`src/rtl/usb_rx_pkg.sv`:
```
// Shared types and constants for the USB RX packet sequencer.
package usb_rx_pkg;

  // Largest legal packet after the PID: 64 payload bytes plus CRC16.
  localparam int unsigned MaxBytes = 66;

  typedef enum logic [2:0] {
    StIdle,
    StReceive,
    StDrain,
    StCheck,
    StDone,
    StFlush,
    StErr
  } state_e;

  typedef enum logic [1:0] {
    TypeToken  = 2'd0,
    TypeData   = 2'd1,
    TypeHshake = 2'd2,
    TypeBad    = 2'd3
  } pkt_type_e;

  typedef enum logic [2:0] {
    ErrNone     = 3'd0,
    ErrRx       = 3'd1,
    ErrOverflow = 3'd2,
    ErrBadLen   = 3'd3,
    ErrBadPid   = 3'd4
  } err_code_e;

  localparam logic [3:0] PidOut   = 4'b0001;
  localparam logic [3:0] PidIn    = 4'b1001;
  localparam logic [3:0] PidSetup = 4'b1101;
  localparam logic [3:0] PidData0 = 4'b0011;
  localparam logic [3:0] PidData1 = 4'b1011;
  localparam logic [3:0] PidAck   = 4'b0010;
  localparam logic [3:0] PidNak   = 4'b1010;
  localparam logic [3:0] PidStall = 4'b1110;

endpackage

```
`src/rtl/usb_pid_classify.sv`:
```
// Maps a PID to its packet class and judges the byte count against that class.
module usb_pid_classify
  import usb_rx_pkg::*;
#(
  parameter int unsigned CNT_W = 7
) (
  input  logic [3:0]       pid_i,
  input  logic [CNT_W-1:0] count_i,
  output logic [1:0]       type_o,
  output logic             len_ok_o
);

  // Class decode plus length rule for that class.
  always_comb begin
    type_o   = TypeBad;
    len_ok_o = 1'b0;
    case (pid_i)
      PidOut, PidIn, PidSetup: begin
        type_o   = TypeToken;
        len_ok_o = (count_i == CNT_W'(2));
      end
      PidData0, PidData1: begin
        type_o   = TypeData;
        len_ok_o = (count_i >= CNT_W'(2));
      end
      PidAck, PidNak, PidStall: begin
        type_o   = TypeHshake;
        len_ok_o = (count_i == '0);
      end
      default: begin
        type_o   = TypeBad;
        len_ok_o = 1'b0;
      end
    endcase
  end

endmodule

```
`src/rtl/usb_rx_pkt_ctrl.sv`:
```
// Drains the RX FIFO toward the AHB side, counts bytes, validates each packet
// and reports exactly one done or error pulse per packet.
module usb_rx_pkt_ctrl
  import usb_rx_pkg::*;
#(
  parameter int unsigned MAX_BYTES = MaxBytes,
  parameter int unsigned CNT_W     = 7
) (
  input  logic             clk,
  input  logic             n_rst,
  input  logic [7:0]       rx_data,
  input  logic             rx_empty,
  input  logic             rcving,
  input  logic             rx_error,
  input  logic [3:0]       rx_pid,
  output logic             r_enable,
  output logic [7:0]       out_data,
  output logic             out_valid,
  input  logic             out_ready,
  output logic [CNT_W-1:0] byte_count,
  output logic             pkt_done,
  output logic             pkt_err,
  output logic [2:0]       err_code,
  output logic [3:0]       pkt_pid,
  output logic [1:0]       pkt_type
);

  localparam logic [CNT_W-1:0] MaxCnt = CNT_W'(MAX_BYTES);

  state_e           state_q, state_d;
  logic [CNT_W-1:0] cnt_q, cnt_d;
  logic [2:0]       err_q, err_d;
  logic [3:0]       pid_q, pid_d;
  logic [1:0]       type_q, type_d;
  logic [1:0]       cls_type;
  logic             cls_len_ok;

  usb_pid_classify #(
    .CNT_W (CNT_W)
  ) u_classify (
    .pid_i    (rx_pid),
    .count_i  (cnt_q),
    .type_o   (cls_type),
    .len_ok_o (cls_len_ok)
  );

  // Next-state, FIFO handshake and pulse generation.
  always_comb begin
    state_d   = state_q;
    cnt_d     = cnt_q;
    err_d     = err_q;
    pid_d     = pid_q;
    type_d    = type_q;
    out_valid = 1'b0;
    r_enable  = 1'b0;
    pkt_done  = 1'b0;
    pkt_err   = 1'b0;
    unique case (state_q)
      StIdle: begin
        // Level-sensitive so a packet starting during DONE/ERR is still caught.
        if (rcving) begin
          cnt_d   = '0;
          err_d   = ErrNone;
          state_d = StReceive;
        end
      end
      StReceive, StDrain: begin
        if (rx_error) begin
          err_d   = ErrRx;
          state_d = StFlush;
        end else if (!rx_empty && (cnt_q == MaxCnt)) begin
          // Overflowing byte is discarded silently; the count stays saturated.
          r_enable = 1'b1;
          err_d    = ErrOverflow;
          state_d  = StFlush;
        end else begin
          out_valid = !rx_empty;
          r_enable  = out_valid & out_ready;
          if (r_enable) cnt_d = cnt_q + CNT_W'(1);
          if (state_q == StReceive) begin
            if (!rcving) state_d = StDrain;
          end else if (rx_empty) begin
            state_d = StCheck;
          end
        end
      end
      StCheck: begin
        pid_d  = rx_pid;
        type_d = cls_type;
        if (cls_type == TypeBad) begin
          err_d   = ErrBadPid;
          state_d = StErr;
        end else if (!cls_len_ok) begin
          err_d   = ErrBadLen;
          state_d = StErr;
        end else begin
          state_d = StDone;
        end
      end
      StFlush: begin
        r_enable = !rx_empty;
        if (rx_empty && !rcving) begin
          pid_d   = rx_pid;
          type_d  = cls_type;
          state_d = StErr;
        end
      end
      StDone: begin
        pkt_done = 1'b1;
        state_d  = StIdle;
      end
      StErr: begin
        pkt_err = 1'b1;
        state_d = StIdle;
      end
      default: state_d = StIdle;
    endcase
  end

  // State and status registers.
  always_ff @(posedge clk or negedge n_rst) begin
    if (!n_rst) begin
      state_q <= StIdle;
      cnt_q   <= '0;
      err_q   <= '0;
      pid_q   <= '0;
      type_q  <= '0;
    end else begin
      state_q <= state_d;
      cnt_q   <= cnt_d;
      err_q   <= err_d;
      pid_q   <= pid_d;
      type_q  <= type_d;
    end
  end

  assign out_data   = out_valid ? rx_data : 8'h00;
  assign byte_count = cnt_q;
  assign err_code   = err_q;
  assign pkt_pid    = pid_q;
  assign pkt_type   = type_q;

endmodule

```
`config.mk`:
```
export PLATFORM = sky130hd
export DESIGN_NAME = usb_rx_pkt_ctrl
export DESIGN_NICKNAME = d
export VERILOG_FILES = /design/src/rtl/usb_rx_pkg.sv /design/src/rtl/usb_pid_classify.sv /design/src/rtl/usb_rx_pkt_ctrl.sv
export SDC_FILE = /design/constraint.sdc
export NUM_CORES = 1
export LEC_CHECK = 0
export BUFFER_PORTS_ARGS = -buffer_cell sky130_fd_sc_hd__buf_2
export CAP_MARGIN = 30
export CORE_MARGIN = 5
export CORE_UTILIZATION = 54
export DETAILED_ROUTE_END_ITERATION = 16
export PLACE_DENSITY_LB_ADDON = 0.05
export SETUP_SLACK_MARGIN = 0.3
export SLEW_MARGIN = 20
export SYNTH_ARGS = -nofsm -noshare
export SYNTH_HDL_FRONTEND = slang
export SYNTH_SLANG_ARGS = --single-unit
```
`constraint.sdc`:
```
create_clock -name clk -period 4.4 [get_ports clk]
set_input_delay 1.1 -clock clk [delete_from_list [all_inputs] [get_ports clk]]
set_output_delay 1.1 -clock clk [all_outputs]
set_load 0.005 [all_outputs]
```
# After elaboration in Yosys (flattened, before gate mapping)
# Index checks and enable logic that the tools add are counted.
# op_classes
add_sub_neg,1
n_lt_le_gt_ge,1
n_eq_ne,26
mux,36
n_bitwise,1
n_reduce_logical,17
# ops
operator,count
$mux W3,12
$mux W7,4
$eq A4 B4 Y1 const B,5
$pmux W7 S2,1
$pmux W3 S4,1
$ne A2 B2 Y1 const B,5
$ne A5 B5 Y1 const B,2
$eq A3 B3 Y1 const B,3
$pmux W3 S3,1
$eq A4 B2 Y1 const B,2
$mux W8,1
$pmux W4 S2,1
$reduce_and A4 Y1,2
$add A7 B1 Y7 const B,1
$eq A7 B2 Y1 const B,1
$eq A7 B7 Y1 const B,1
$ge A7 B2 Y1 const B,1
$logic_not A7 Y1,1
$mux W1,7
$eq A3 B2 Y1 const B,2
$mux W2,3
$ne A3 B3 Y1 const B,2
$pmux W2 S3,1
$reduce_or A3 Y1,2
16 further kinds,20
# totals
register_bits,19
in_bits,18
word_cells,87

# Logic depth before layout (Yosys ltp)
# Gate-level depths: netlist of run 1.
# depth
ltp_word,6
mapped_depth,7

# Hierarchy
# From an unflattened synthesis of run 1, not the netlist that was laid out.
# unflattened
hier_cells,135
hier_area_um2,1255.0
# modules_own_cells
mod,n_inst,cells_per_inst,area_each_um2,seq_area_each_um2
usb_rx_pkt_ctrl,1,119,1153.6,475.5
usb_pid_classify,1,16,101.3,0.0

# Worst setup path before layout of run 1
# Ideal clock, no wire load.
# synth_path
path_type,input to output
from,in rx_error
to,out out_data[0]
arrival_ns,2.013
required_ns,3.300
slack_ns,1.287
stages,3
path_buffers,0
cell_sequence,or3_1 > nor3b_2 > and2_1
# synth_between
elab_chain_cells,3
# synth_lines
item,line,text
start: declaration,usb_rx_pkt_ctrl.sv:14,"input logic rx_error,"
$mux W1,usb_rx_pkt_ctrl.sv:68,if (rx_error) begin
$mux W1,usb_rx_pkt_ctrl.sv:58,unique case (state_q)
via out_valid,usb_rx_pkt_ctrl.sv:18,"output logic out_valid,"
$mux W8,usb_rx_pkt_ctrl.sv:137,assign out_data = out_valid ? rx_data : 8'h00;
end: declaration,usb_rx_pkt_ctrl.sv:17,"output logic [7:0] out_data,"
# The timed path passes the listed nets, and every way through them passes these cells.

# Worst setup path after layout of run 1
# layout_path
from,reg state_q[1]
to,out out_data[4]
# layout_between
elab_chain_cells,4
elab_cells_between_ends,5
# layout_lines
item,line,text
start: declaration,usb_rx_pkt_ctrl.sv:30,"state_e state_q, state_d;"
start signal: assignment,usb_rx_pkt_ctrl.sv:123,state_q <= StIdle;
start signal: assignment,usb_rx_pkt_ctrl.sv:129,state_q <= state_d;
$eq A3 B1 Y1 / $eq A3 B2 Y1 (equally long branches),usb_rx_pkt_ctrl.sv:58,
$reduce_or A2 Y1 *,usb_rx_pkt_ctrl.sv:58,
$mux W1 *,usb_rx_pkt_ctrl.sv:58,
$mux W8 *,usb_rx_pkt_ctrl.sv:137,
# Mark *: on every way between the ends. The rest lies on a longest branch, timed or not.

==> results of run 1 <==
==> logic make-up after synthesis <==
family | Yosys count | share of synthesized area, %
simple gates | 63 | 27.8
mux | 5 | 4.06
compound gates | 45 | 23.0
xor+xnor | 2 | 1.29
buf+inv | 18 | 6.00
flops | 19 | 35.1
fa+ha+maj | 3 | 2.77
==> registers in the layout, summed over array words and instances (netlist names) <==
name        flops
byte_count      7
state_q         3
pkt_pid         4
pkt_type        2
err_code        3
==> per-layer routing <==
layer	track usage, %	up-vias
met2	34.6	67
met3	4.97	4
met4	3.16	0
met5	0	-
met1	24.9	620
li1	-	644
==> Yosys cell counts (2+ instances only) <==
cell type  instances  area (sq um)
nor2_1             8          30.0
a21oi_1           12          60.1
a21o_1             2          15.0
nand3b_1           2          15.0
nand2_1           10          37.5
a31oi_1            2          12.5
and2_1             9          56.3
or3_1              3          18.8
nor3b_1            2          15.0
o21ai_0           12          60.1
clkbuf_1           4          15.0
mux2_2             4          45.0
buf_2              2          10.0
or4_1              4          30.0
inv_1              9          33.8
nor3_1             6          30.0
nand2b_1           2          12.5
a32oi_1            4          35.0
nor2b_1            4          25.0
and3_1             2          12.5
nand3_1            6          30.0
o31ai_1            3          22.5
ha_1               3          37.5
dfrtp_1           19           475
==> per-stage QoR <==
step	utilization (%)	std cells	area, sq um
floorplan	-	155	1360
detailed placement	64.6	221	1570
global route	65.7	225	1600
global placement	64.6	221	1570
finish	65.7	225	1600
CTS	65.7	225	1600
==> where the power goes <==
group	total (mW)	internal [mW]	switching [mW]
logic	0.418	0.204	0.213
registers	0.339	0.238	0.101
clock network	0.0885	0.0339	0.0546
==> worst paths after layout <==
path / start / endpoint / slack [ps] / cells past startpoint
max: state_q[1] / out_data[4] / 930 / 5
min: pkt_pid[3] / pkt_pid[3] / 490 / 2
max reg2reg: byte_count[0] / byte_count[6] / 2280 / 6
min reg2reg: pkt_pid[3] / pkt_pid[3] / 490 / 2
max in group asynchronous: n_rst / byte_count[5] / 3380 / 1
min in group asynchronous: n_rst / pkt_pid[3] / 720 / 1
==> final cells by class <==
| cell class | instances | area [sq um] | share of cell area [%] |
|---|---|---|---|
| clock buffers | 3 | 22.5 | 1.41 |
| clock inverters | 1 | 5.00 | 0.313 |
| inverters | 9 | 33.8 | 2.11 |
| multi-input cells | 118 | 798 | 50.0 |
| flip-flops and latches | 19 | 475 | 29.8 |
| well taps | 30 | 37.5 | 2.35 |
| repair buffers | 45 | 225 | 14.1 |
==> tightest hold or removal path, delay by kind of cell (launching register included) <==
kind | cells | cell delay, ps
AOI/OAI and AO/OA | 1 | 60
and+or+nand+nor | 1 | 50
DFF | 1 | 360
==> cell usage in the layout, fill, tap and decap left out, types with 6 or more instances in the layout <==
cell type  Yosys  final
a21oi_1       12     12
dfrtp_1       19     19
and2_1         9      9
inv_1          9      9
o21ai_0       12     12
nor3_1         6      6
buf_2          2     45
nor2_1         8      8
nand3_1        6      6
nand2_1       10     10
==> flow_metrics.env, run 1 <==
export IMPL_synth_yosys_seq_area_share_pct=35.1
export IMPL_worstSetupPathType="reg -> out"
export IMPL_htree_num_levels=1
export IMPL_die_w_um=60.1
export IMPL_status="complete, no violations"
export IMPL_grt_pass1_vias=1269
export IMPL_critPathLaunchType="register"
export IMPL_grt_pass1_wl_mm=5.51
export IMPL_worst_pin_slew_ps=593
export IMPL_root_buffer="clkbuf_4"
export IMPL_nets=217
export IMPL_final_layout_size_suffix_gt1_share_pct=30.8
export IMPL_p_leak_nw=0.767
export IMPL_hpwl_mm=2.59
export IMPL_slew_headroom_pct=60.2
export IMPL_via_count=1335
export IMPL_setup_ws_ps=929
export IMPL_dr_pass1_iters=5
export IMPL_crit_buf_inv=1
export IMPL_viasPerCell=5.93
export IMPL_rows=18
export IMPL_clkTransAtPathRegs_ps=110
export IMPL_fp_dieH_um=60.1
export IMPL_synth_enable_flop_cells=0
export IMPL_clockBufferDepth=2
export IMPL_area_growth_pct=17.9
export IMPL_synth_nets=176
export IMPL_ys_types=45
export IMPL_fin_crit_ps=3470
export IMPL_worstHoldPathType="reg -> reg"
export IMPL_clock_insertion_delay_worst_skew_ps=300
export IMPL_critPathArrivalTime_ps=2370
export IMPL_wl_per_cell_um=15.0
export IMPL_critical_path_top_delay_family="simple AND/OR/NAND/NOR gates"
export IMPL_synth_warnings=0
export IMPL_post_cts_resized=0
export IMPL_holdWs_ps=490
export IMPL_antenna_found_initial=0
export IMPL_synth_seq_cells=19
export IMPL_dr_max_layer_used="met4"
export IMPL_fillers=212
export IMPL_cellPowerDensity_nw_per_um2=529
export IMPL_setup_tns_ps=0
export IMPL_synth_ff_type="dfrtp_1"
export IMPL_wl_mm=3.38
export IMPL_cap_violations=0
export IMPL_crit_chain="xnor2_1 > or3_1 > nor3b_2 > and2_1 > buf_2"
export IMPL_routabilityCongestion=0.870
export IMPL_grt_overflow=0
export IMPL_max_stage_delay_ps=730
export IMPL_worstPathMaxFanout=20
export IMPL_hold_viol_final=0
export IMPL_grt_start_max_net_pins=21
export IMPL_peakVddDrop_mv=0.323
export IMPL_initial_core_util_pct=55.7
export IMPL_slew_violations=0
export IMPL_post_cts_buffers=0
export IMPL_wl_met2_mm=1.57
export IMPL_cp_required_ps=3300
export IMPL_setup_viol=0
export IMPL_syn_avg_cell_area_sq_um=8.74
export IMPL_fin_crit_sh_pct=78.9
export IMPL_slowest_stage="dfrtp_1"
export IMPL_pre_cts_slack_ps=926
export IMPL_tritoncts="yes"
export IMPL_drt_iter0_drc=73
export IMPL_design_core_area_sq_um=2430
export IMPL_rsz0062_at_grt="no"
export IMPL_diodes=0
export IMPL_end_kind="primary output"
export IMPL_fin_skew_ps=7.77
export IMPL_die_area_sq_um=3610
export IMPL_ios=46
export IMPL_ant_nets=0
export IMPL_drc_errors=0
export IMPL_io_buffers=45
export IMPL_grt_usage_pct=19.8
export IMPL_synthCells=155
export IMPL_wl_met1_mm=1.45
export IMPL_clock_fmax_mhz=288
export IMPL_cts_inserted_buffers=3
export IMPL_power_mw=0.845
export IMPL_ctsHoldBuffers=0
export IMPL_async_flop_share_pct=100
export IMPL_cts_sinks=19
export IMPL_syn_area_sq_um=1360
export IMPL_dr_wl_met3_um=335
(Power assumes the default switching activity.)
==> run 2: changes to the inputs <==
- CORE_UTILIZATION: 54 -> 50
- clock period: 4.4 -> 3.3 ns (I/O delays scaled with it)
==> flow_metrics.env, run 2 (synthesis gave the netlist of run 1 again) <==
export IMPL_clockBufferDepth=2
export IMPL_critPathLaunchType="input port"
export IMPL_largest_reg_flops=7
export IMPL_nets=220
export IMPL_routabilityCongestion=0.889
export IMPL_power_mw=1.15
export IMPL_final_area_sq_um=1630
export IMPL_clkTransAtPathRegs_ps=110
export IMPL_clock_insertion_delay_worst_skew_ps=300
export IMPL_die_w_um=62.1
export IMPL_cp_required_ps=2470
export IMPL_r2r_cells=6
export IMPL_fp_dieH_um=62.1
export IMPL_hold_viol_final=0
export IMPL_wl_mm=3.33
export IMPL_critPathArrivalTime_ps=2020
export IMPL_antenna_found_initial=0
export IMPL_worstSetupPathType="in -> out"
export IMPL_worstHoldPathType="in -> async"
export IMPL_cts_inserted_buffers=3
export IMPL_r2r_start="byte_count[0]"
export IMPL_cap_violations=0
export IMPL_cts_sinks=19
export IMPL_crit_top_cell="buf_2"
export IMPL_post_cts_buffers=0
export IMPL_reg2reg_slack_ps=1220
export IMPL_fin_crit_sh_pct=86.3
export IMPL_max_stage_delay_ps=450
export IMPL_ios=46
export IMPL_worst_pin_slew_ps=554
export IMPL_io_buffers=45
export IMPL_initial_core_util_pct=53.2
export IMPL_slowest_stage="or3_1"
export IMPL_rows=18
export IMPL_fin_skew_ps=10.3
export IMPL_peakVddDrop_mv=0.433
export IMPL_drt_iter0_drc=33
export IMPL_rsz0062_at_grt="no"
export IMPL_p_leak_nw=0.786
export IMPL_ctsHoldBuffers=0
export IMPL_r2r_end="byte_count[6]"
export IMPL_final_common_cell="buf_2"
export IMPL_fin_crit_ps=2850
export IMPL_htree_num_levels=1
export IMPL_seq_area_sq_um=475
export IMPL_dr_pass1_iters=4
export IMPL_slew_violations=0
export IMPL_area_growth_pct=20.6
export IMPL_design_core_area_sq_um=2540
export IMPL_diodes=0
export IMPL_end_kind="primary output"
export IMPL_place_area_sq_um=1590
export IMPL_hpwl_mm=2.53
export IMPL_viasPerCell=5.83
export IMPL_root_buffer="clkbuf_4"
export IMPL_crit_chain="buf_2 > or3_1 > nor3b_4 > and2_1 > buf_2"
export IMPL_worstPathMaxFanout=9
export IMPL_tritoncts="yes"
export IMPL_grt_pass1_wl_mm=5.55
export IMPL_drc_errors=0
export IMPL_grt_overflow=0
export IMPL_grt_start_max_net_pins=20
export IMPL_status="complete, no violations"
export IMPL_fillers=240
export IMPL_cellPowerDensity_nw_per_um2=704
export IMPL_post_cts_resized=0
export IMPL_slew_headroom_pct=62.8
export IMPL_mostFrequentLayoutCells="buf_2 (45), dfrtp_1 (19), a21oi_1 (12), o21ai_0 (12), nand2_1 (10)"
export IMPL_via_count=1329
export IMPL_multi_input_area_sq_um=813
export IMPL_setup_tns_ps=0
export IMPL_setup_viol=0
export IMPL_grt_usage_pct=19.0
export IMPL_die_area_sq_um=3850
export IMPL_fin_util_pct=64.2
export IMPL_wl_per_cell_um=14.6
export IMPL_grt_pass1_vias=1275
export IMPL_clock_fmax_mhz=351
export IMPL_ant_nets=0
export IMPL_final_layout_size_suffix_gt1_share_pct=31.3
-- run 2: changes by cell type in the layout (fill, tap and decap cells not counted), sizes merged --
cell and change:
clkbuf +1, buf +3, clkinv -1
-- run 2: worst max path at each step --
stage / from / to / cells after the start
global placement: rx_error / out_data[0] / 5
global route: byte_count[4] / r_enable / 6
detailed placement: rx_error / out_data[6] / 5
CTS: byte_count[4] / r_enable / 6
floorplan: rx_error / out_data[0] / 3
finish: rx_error / out_data[6] / 5
-- run 2: power by group --
part           leakage [nW]  switching [mW]  total (mW)  internal [mW]
clock network        0.0150          0.0698       0.117         0.0470
registers             0.244          0.0614       0.380          0.319
logic                 0.527           0.354       0.654          0.299
-- run 2: stage by stage --
stage          hold slack (ps)  setup slack [ps]  std cells
2_1_floorplan              473               737        155
3_3_place_gp               455               473        224
3_5_place_dp               468               395        224
4_1_cts                    463               364        228
5_1_grt                    472               350        228
6_report                   455               451        228
-- run 2: area by class of cell --
class / instances / share of cell area [%]
inverters: 9 / 2.07
multi-input cells: 118 / 49.8
well taps: 30 / 2.30
clock buffers: 4 / 1.61
flip-flops and latches: 19 / 29.1
repair buffers: 48 / 15.2
-- run 2: critical path: cells and delay by family --
| kind | cells | cell delay [ps] |
|---|---|---|
| buf+inv | 2 | 260 |
| simple gates | 3 | 930 |
-- run 2: metal layers --
layer / wire length [um] / track usage, %
met1: 1440 / 24.0
met2: 1640 / 32.7
met3: 199 / 3.72
met4: 53 / 5.76
met5: 0 / 0
==> run 3: changes to the inputs <==
- RECOVER_POWER: default -> 25
==> flow_metrics.env, run 3 (synthesis gave the netlist of run 1 again) <==
export IMPL_status="complete, no violations"
export IMPL_worstSetupPathType="in -> out"
export IMPL_cts_inserted_buffers=3
export IMPL_worstHoldPathType="reg -> reg"
export IMPL_fin_skew_ps=10.3
export IMPL_nets=220
export IMPL_die_area_sq_um=3850
export IMPL_r2r_cells=6
export IMPL_final_layout_size_suffix_gt1_share_pct=30.8
export IMPL_hpwl_mm=2.53
export IMPL_drt_iter0_drc=33
export IMPL_cellPowerDensity_nw_per_um2=705
export IMPL_worstSetupPathDepth=5
export IMPL_area_growth_pct=20.5
export IMPL_root_buffer="clkbuf_4"
export IMPL_grt_pass1_vias=1275
export IMPL_peakVddDrop_mv=0.432
export IMPL_fp_dieH_um=62.1
export IMPL_io_buffers=45
export IMPL_cap_violations=0
export IMPL_clkTransAtPathRegs_ps=100
export IMPL_ios=46
export IMPL_slew_violations=0
export IMPL_die_w_um=62.1
export IMPL_via_count=1329
export IMPL_slowest_stage="or3_1"
export IMPL_clockBufferDepth=2
export IMPL_cp_required_ps=2470
export IMPL_slew_headroom_pct=29.4
export IMPL_worst_pin_slew_ps=1060
export IMPL_instances_no_fill=228
export IMPL_worstPathMaxFanout=9
export IMPL_min_from="pkt_type[1]"
export IMPL_place_inst=224
export IMPL_wl_per_cell_um=14.6
export IMPL_drc_errors=0
export IMPL_clock_fmax_mhz=351
export IMPL_routabilityCongestion=0.889
export IMPL_antenna_found_initial=0
export IMPL_grt_overflow=0
export IMPL_grt_pass1_wl_mm=5.55
export IMPL_critPathCapture="out_data[6]"
export IMPL_crit_top_cell="buf_2"
export IMPL_end_kind="primary output"
export IMPL_fin_util_pct=64.2
export IMPL_grt_start_max_net_pins=20
export IMPL_critPathLaunchType="input port"
export IMPL_crit_buf_inv=2
export IMPL_cts_sinks=19
export IMPL_dr_pass1_iters=4
export IMPL_rows=18
export IMPL_ant_nets=0
export IMPL_reg2reg_slack_ps=1220
export IMPL_tritoncts="yes"
export IMPL_startpoint="rx_error"
export IMPL_holdWs_ps=485
export IMPL_grt_usage_pct=19.0
export IMPL_setup_viol=0
export IMPL_hold_viol_final=0
export IMPL_viasPerCell=5.83
export IMPL_diodes=0
export IMPL_mostFrequentLayoutCells="buf_2 (44), dfrtp_1 (19), a21oi_1 (12), o21ai_0 (12), nand2_1 (10)"
export IMPL_largest_reg_flops=7
export IMPL_setup_tns_ps=0
export IMPL_initial_core_util_pct=53.2
export IMPL_r2r_end="byte_count[6]"
export IMPL_rsz0062_at_grt="no"
export IMPL_fin_crit_sh_pct=86.3
export IMPL_htree_num_levels=1
export IMPL_critical_path_top_delay_family="simple AND/OR/NAND/NOR gates"
export IMPL_max_stage_delay_ps=450
export IMPL_post_cts_buffers=0
export IMPL_clock_insertion_delay_worst_skew_ps=300
export IMPL_r2r_start="byte_count[0]"
export IMPL_p_leak_nw=0.783
export IMPL_final_common_cell="buf_2"
export IMPL_design_core_area_sq_um=2540
export IMPL_fin_crit_ps=2850
export IMPL_crit_chain="buf_2 > or3_1 > nor3b_4 > and2_1 > buf_2"
export IMPL_critPathArrivalTime_ps=2020
export IMPL_wl_mm=3.33
==> run 3: metrics by stage <==
step                      setup slack [ps]  power, mW  instance area, sq um
after detailed placement               395       1.03                  1590
after global placement                 473       1.02                  1590
final                                  451       1.15                  1630
after global routing                   350       1.27                  1630
after floorplan                        737      0.836                  1360
after CTS                              364       1.15                  1620
==> run 3: power by group <==
group,total [mW],internal (mW),switching (mW),leakage (nW)
clock network,0.117,0.0470,0.0698,0.0150
logic,0.654,0.299,0.354,0.524
registers,0.380,0.319,0.0614,0.244
total,1.15,0.665,0.486,0.783
==> run 3: area by class of cell <==
type,instances,area [sq um]
Fill cell,241,912
Multi-Input combinational cell,118,813
Sequential cell,19,475
Timing Repair Buffer,48,246
Tap cell,30,37.5
Inverter,9,33.8
Clock buffer,4,26.3
==> run 3: how the worst min path moves through the flow <==
| stage | slack (ps) | endpoint | cells past startpoint |
|---|---|---|---|
| global route | 530 | pkt_type[0] | 1 |
| finish | 490 | pkt_type[1] | 1 |
| detailed placement | 470 | pkt_type[1] | 1 |
| floorplan | 470 | pkt_pid[3] | 2 |
| CTS | 460 | byte_count[1] | 1 |
| global placement | 460 | pkt_type[0] | 1 |
==> run 3: worst reg2reg max path, cell delays in order (launching register included) <==
cell	delay (ps)
dfrtp_1	430
inv_1	100
ha_1	290
a41oi_4	260
o221ai_2	270
or4_1	520
a21oi_1	150
==> run 3: per-layer routing <==
layer / global-route usage, % / routed length, um / part of all wire [%]
met1: 24.0 / 1440 / 43
met2: 32.7 / 1640 / 49
met3: 3.72 / 198 / 5.9
met4: 5.76 / 53 / 1.6
met5: 0 / 0 / 0
==> run 3: what timing repair did <==
item / 4_1_cts / 5_1_grt
resized for setup: 0 / 2
setup endpoints to repair: 0 / 7
hold buffers: 0 / 0
